File: src/rtl/flush_redirect_ctrl_pkg.sv
// Shared encodings and defaults for the flush/redirect sequencer.
// Redirect source tags, FSM states, and the event priority picker.
package flush_redirect_ctrl_pkg;

  localparam int MAX_OUTST_DEF = 4;
  localparam int CNT_W_DEF     = 3;

  typedef enum logic [1:0] {
    REDIR_SRC_NONE = 2'd0,
    REDIR_SRC_EXCP = 2'd1,
    REDIR_SRC_ERTN = 2'd2,
    REDIR_SRC_BR   = 2'd3
  } redir_src_t;

  typedef enum logic {
    ST_IDLE  = 1'b0,
    ST_REDIR = 1'b1
  } redir_state_t;

  typedef struct packed {
    redir_src_t  src;
    logic [31:0] pc;
  } redir_t;

  // Exception beats ertn beats branch; the loser is dropped entirely.
  function automatic redir_t pick_event(input logic        excp,
                                        input logic        ertn,
                                        input logic        br,
                                        input logic [31:0] eentry,
                                        input logic [31:0] era,
                                        input logic [31:0] br_target);
    redir_t r;
    r.src = REDIR_SRC_NONE;
    r.pc  = '0;
    if (excp) begin
      r.src = REDIR_SRC_EXCP;
      r.pc  = eentry;
    end else if (ertn) begin
      r.src = REDIR_SRC_ERTN;
      r.pc  = era;
    end else if (br) begin
      r.src = REDIR_SRC_BR;
      r.pc  = br_target;
    end
    return r;
  endfunction

endpackage

File: src/rtl/flush_redirect_ctrl_outst_tracker.sv
// Counts inst-bus requests in flight and how many of them belong to cancelled fetches.
// Latency: discard_resp is combinational on resp_fire; counts update next edge.
// Backpressure: req_block stalls new requests once MAX_OUTST are in flight.
module flush_redirect_ctrl_outst_tracker
  import flush_redirect_ctrl_pkg::*;
#(
  parameter int MAX_OUTST = MAX_OUTST_DEF,
  parameter int CNT_W     = CNT_W_DEF
) (
  input  logic clk,
  input  logic reset,
  input  logic req_fire,
  input  logic resp_fire,
  input  logic flush,
  output logic discard_resp,
  output logic req_block
);

  localparam logic [CNT_W-1:0] MAX_CNT = CNT_W'(MAX_OUTST);

  logic [CNT_W-1:0] outst_cnt, outst_nxt;
  logic [CNT_W-1:0] disc_cnt, disc_nxt;

  assign req_block    = (outst_cnt == MAX_CNT);
  assign discard_resp = resp_fire & (disc_cnt != '0);

  always_comb begin
    outst_nxt = outst_cnt;
    if (req_fire && !resp_fire && outst_cnt != MAX_CNT)
      outst_nxt = outst_cnt + 1'b1;
    else if (resp_fire && !req_fire && outst_cnt != '0)
      outst_nxt = outst_cnt - 1'b1;
  end

  // A flush kills everything still in flight after this cycle, including a
  // request accepted this very cycle; it replaces any older dead count.
  always_comb begin
    disc_nxt = disc_cnt;
    if (flush)
      disc_nxt = outst_nxt;
    else if (discard_resp)
      disc_nxt = disc_cnt - 1'b1;
  end

  always_ff @(posedge clk) begin
    if (reset) begin
      outst_cnt <= '0;
      disc_cnt  <= '0;
    end else begin
      outst_cnt <= outst_nxt;
      disc_cnt  <= disc_nxt;
    end
  end

  always_ff @(posedge clk) begin
    if (!reset && req_fire)
      assert (!req_block) else $error("if_req_fire while req_block");
  end

endmodule

File: src/rtl/flush_redirect_ctrl.sv
// Flush/redirect sequencer between WB, EX and IF; holds one redirect PC until IF takes it.
// Latency: flushes same cycle; redirect_valid one cycle after the event.
// Backpressure: redirect held until redirect_ready; req_block when inst bus is full.
module flush_redirect_ctrl
  import flush_redirect_ctrl_pkg::*;
#(
  parameter int MAX_OUTST = MAX_OUTST_DEF,
  parameter int CNT_W     = CNT_W_DEF
) (
  input  logic        clk,
  input  logic        reset,
  input  logic        excp_flush,
  input  logic        ertn_flush,
  input  logic [31:0] eentry,
  input  logic [31:0] era,
  input  logic        br_taken,
  input  logic [31:0] br_target,
  input  logic        if_req_fire,
  input  logic        if_resp_fire,
  input  logic        redirect_ready,
  output logic        redirect_valid,
  output logic [31:0] redirect_pc,
  output logic        flush_wb_evt,
  output logic        flush_br,
  output logic        discard_resp,
  output logic        req_block
);

  redir_state_t state_q, state_nxt;
  redir_t       cur_q, cur_nxt;
  redir_t       evt;
  logic         evt_vld;
  logic         wb_evt;
  logic         load;

  assign wb_evt       = excp_flush | ertn_flush;
  assign flush_wb_evt = wb_evt;
  assign flush_br     = br_taken & ~wb_evt;

  assign evt     = pick_event(excp_flush, ertn_flush, br_taken, eentry, era, br_target);
  assign evt_vld = (evt.src != REDIR_SRC_NONE);

  always_ff @(posedge clk) begin
    if (reset) begin
      state_q <= ST_IDLE;
      cur_q   <= '{src: REDIR_SRC_NONE, pc: 32'h0};
    end else begin
      state_q <= state_nxt;
      cur_q   <= cur_nxt;
    end
  end

  // While a redirect is still pending, a branch may only replace a branch:
  // a WB redirect already squashed the path that branch came from.
  always_comb begin
    state_nxt = state_q;
    cur_nxt   = cur_q;
    load      = 1'b0;
    case (state_q)
      ST_IDLE:  load = evt_vld;
      ST_REDIR: load = redirect_ready ? evt_vld
                                      : (wb_evt | (br_taken & (cur_q.src == REDIR_SRC_BR)));
      default:  load = 1'b0;
    endcase
    if (load) begin
      state_nxt = ST_REDIR;
      cur_nxt   = evt;
    end else if (state_q == ST_REDIR && redirect_ready) begin
      state_nxt   = ST_IDLE;
      cur_nxt.src = REDIR_SRC_NONE;
    end
  end

  always_comb begin
    redirect_valid = (state_q == ST_REDIR);
    redirect_pc    = cur_q.pc;
  end

  flush_redirect_ctrl_outst_tracker #(
    .MAX_OUTST (MAX_OUTST),
    .CNT_W     (CNT_W)
  ) u_outst_tracker (
    .clk          (clk),
    .reset        (reset),
    .req_fire     (if_req_fire),
    .resp_fire    (if_resp_fire),
    .flush        (wb_evt | br_taken),
    .discard_resp (discard_resp),
    .req_block    (req_block)
  );

endmodule

File: config.mk
export PLATFORM = sky130hd
export DESIGN_NAME = flush_redirect_ctrl
export DESIGN_NICKNAME = d
export VERILOG_FILES = /design/src/rtl/flush_redirect_ctrl_pkg.sv /design/src/rtl/flush_redirect_ctrl_outst_tracker.sv /design/src/rtl/flush_redirect_ctrl.sv
export SDC_FILE = /design/constraint.sdc
export NUM_CORES = 1
export LEC_CHECK = 0
export ABC_CLOCK_PERIOD_IN_PS = 1910
export BUFFER_PORTS_ARGS = -buffer_cell sky130_fd_sc_hd__buf_2
export CORE_UTILIZATION = 25
export DETAILED_ROUTE_END_ITERATION = 10
export GPL_ROUTABILITY_DRIVEN = 0
export SLEW_MARGIN = 5
export SYNTH_ARGS = -nofsm -noshare
export SYNTH_HDL_FRONTEND = slang
export SYNTH_SLANG_ARGS = --single-unit
File: constraint.sdc
create_clock -name clk -period 1.91 [get_ports clk]
set_input_delay 0.0955 -clock clk [delete_from_list [all_inputs] [get_ports clk]]
set_output_delay 0.0955 -clock clk [all_outputs]
set_load 0.005 [all_outputs]
==> impl_results.md <==
- Status: finished clean
- Initial Util: 25.6%
- Root buffer cell: clkbuf_16
- Levels on crit path: 8
- Seq pwr share: 39.0%
- Initial antenna violation count: 0
- CTS resizes: 0
- Port-buffer cells: 140
- Hold Path Origin: redirect_ready
- Worst-skew pair later-pin latency: 280 ps
- Min cycle time layout: between 1500 and 2000 ps
- Netlist Area Pre-Place: between 2000 and 3000 µm²
- Hold buffers post-CTS: 0
- Cells along the critical path: inv_1 -> ha_1 -> ha_1 -> nand2b_1 -> inv_1 -> mux2_2 -> a21oi_1 -> o31a_1
- Period utilization: between 80 and 90%
- Crit. End Element: register
- Netlist cell types: 38
- Pwr dens: ~700 nW/µm²
- I/O Pins: 141
- Final setup viols: 0
- Commonest non-fill, non-tap cell in the layout: buf_2
- TNS Setup: 0 ps
- Largest net degree at the start of global routing: 43
- Area delta synth->final: 24.5%
- HPWL Detailed: between 5000 and 6000 µm
- Maximum vdd drop: 0.000336 V
- Nets: ~540
- Syn_nets: about 440
- Final instance area: 3620 µm²
- First-pass GRT wire length: about 11000 µm
- Per-cell routed wire length: approximately 13 µm
- Die Wd: around 110 µm
- Drt initial violations: 134
- DR pass1 iterations: 4
- Cell taking the most area after synthesis: dfxtp_1
- Post-Place Setup Slack: approximately 220 ps
- Leading cell types by total area after synthesis: dfxtp_1 (28%), nand2b_1 (14%), a221o_1 (11%), buf_4 (8.3%), nand3_2 (6.9%)
- RSZ-0062 raised after global routing: no
- Overall routed net length: between 7000 and 8000 µm
- Die area: roughly 12000 µm²
- Grt total ovfl: 0
- WP data arrival: ~1900 ps
- Sequential area share after synthesis: ~28%
- Number of global-route vias before repair: between 2k and 2.5k
- Syn. warnings: 0
- Syn_area_per_cell: 8.72 µm²
- CP Launch Point: u_outst_tracker.disc_cnt[0]
- Via count: approximately 2.7k
- Die H: ~110 µm
- Row cnt: 39
- Worst Hold Slack: roughly 180 ps
- Hold-critical path depth: 4
- Synth Register Bits: 41
- DP Area: 3470 µm²
- Clock Power Share: 35.0%
- Post-CTS Setup Bufs: 0
- Crit-path leading delay family: adder cells
- Synth Instances: about 330
- Logic pwr share: 26.0%
- Core area: 11400 µm²
- Critical path class: register to register
- CP max FO: 4
- CP required: around 2100 ps
- Clk slew on worst S/H paths: ~60 ps
- Clock buffer count from CTS: 5
- TritonCTS clock tree: yes
- Leakage power: around 1.6 nW
- Layout cells sized above 1: approximately 47%
- Int Pwr: roughly 1.8 mW
- GR Util All Layers: between 10% and 20%
- Max Cap Violations: 0
- Worst Tran Pin Value: approximately 410 ps
- H-tree depth: 2
- Placed Cells incl. Taps: between 500 and 600
- CP Buf/Inv Count: 2
- Switching power share of the total: 28.0%
- # DRC: 0
- DRT antenna net count: 0
- Clk buf depth: 2
- Most frequent cells in the layout: buf_2 (140), nand2b_1 (67), dfxtp_1 (41), a221o_1 (32)
- Number of max-slew violations in the final report: 0
- Ant diodes: 0
- Critical-path top delay cell: dfxtp_1
- Worst r2r src: u_outst_tracker.disc_cnt[0]
- Hold Fails Final Rpt: 0
- Non-Filler Instances: 572
- Worst path max stage delay: between 300 and 400 ps
- R2R cell count: 8
- Relative slew slack: ~72%
- Achievable frequency: between 500 and 600 MHz
- Clk_skew: around 4.1 ps
- Clock Sinks: 41
- Worst Hold Class: input pin to register
- Worst setup SP type: register
- Synth top area share: ~28%
- Fill cells: around 1.2k
- Final Worst Setup Slack: between 200 and 250 ps
- P_sw: around 700 µW
- Via density per instance: between 4 and 5
==> synth_stat cells (all sizes together) <==
library cell,instances
a211oi,1
a21oi,39
a221o,32
a22oi,1
a2bb2oi,1
a32oi,1
a41oi,1
and2,3
and3b,1
buf,52
clkbuf,9
dfxtp,41
ha,5
inv,8
mux2,1
nand2,5
nand2b,67
nand3,34
nand3b,3
nand4,3
nor2,9
nor2b,4
nor3,2
nor4bb,1
o211ai,1
o21ai,5
o21ba,1
o31a,1
or3,1
xnor2,1
==> worst paths after layout <==
| path | endpoint | slack, ps |
|---|---|---|
| setup reg to reg | u_outst_tracker.disc_cnt[1] | 200 |
| hold / removal | cur_q[32] | 180 |
| hold reg to reg | redirect_pc[1] | 470 |
| setup / recovery | u_outst_tracker.disc_cnt[1] | 200 |
==> power groups by stage <==
| stage | Combinational, mW | Clock (mW) | Sequential [mW] |
|---|---|---|---|
| after floorplan | 0.499 | 0 | 0.987 |
| after global placement | 0.639 | 0 | 0.999 |
| after detailed placement | 0.662 | 0 | 1.00 |
| after CTS | 0.664 | 0.925 | 0.986 |
| after global routing | 0.731 | 0.957 | 0.994 |
| final | 0.656 | 0.884 | 0.985 |
==> worst min-delay path, cell delays in order <==
cell	delay, ps
buf_2	80
nand2_1	80
nand3b_1	90
a21oi_1	60
==> metal layers <==
layer | vias up | share of wire (%) | routed length, µm | global-route usage [%]
met3 | 5 | 5.7 | 432 | 2.73
li1 | 1337 | - | - | -
met4 | 0 | 0.80 | 60 | 2.57
met1 | 1235 | 43 | 3210 | 13.4
met2 | 91 | 51 | 3820 | 21.8
met5 | - | 0 | 0 | 0
==> sequential cells by signal, summed over array words and instances (netlist names) <==
signal / cells
u_outst_tracker.outst_cnt: 3
u_outst_tracker.disc_cnt: 3
redirect_pc: 32
cur_q: 2
redirect_valid: 1
==> kinds of logic (layout without fill, tap and decap cells) <==
logic type               after synthesis  in the layout  share of synthesized area (%)
adder cells (fa/ha/maj)                5              5                           2.15
flip-flops                            41             41                           28.2
multiplexers                           1              1                          0.387
buffers and inverters                 69            164                           15.2
AND/OR/NAND/NOR                      133            133                           30.1
AO/OA/AOI/OAI                         84             84                           23.7
XOR/XNOR                               1              1                          0.301
==> cell type report <==
type / instances / area [µm²] / share of cell area (%)
Multi-Input combinational cell: 224 / 1660 / 45.9
Inverter: 8 / 30.0 / 0.829
Timing Repair Buffer: 148 / 773 / 21.3
Tap cell: 143 / 179 / 4.94
Clock inverter: 1 / 5.00 / 0.138
Clock buffer: 7 / 153 / 4.21
Sequential cell: 41 / 821 / 22.7
==> stage by stage <==
stage	util (%)	power [mW]
after global routing	31.9	2.68
final	31.9	2.53
after CTS	31.9	2.57
after global placement	30.5	1.64
after detailed placement	30.5	1.67
after floorplan	-	1.49
No activity file was read; power rests on OpenSTA's default activity.
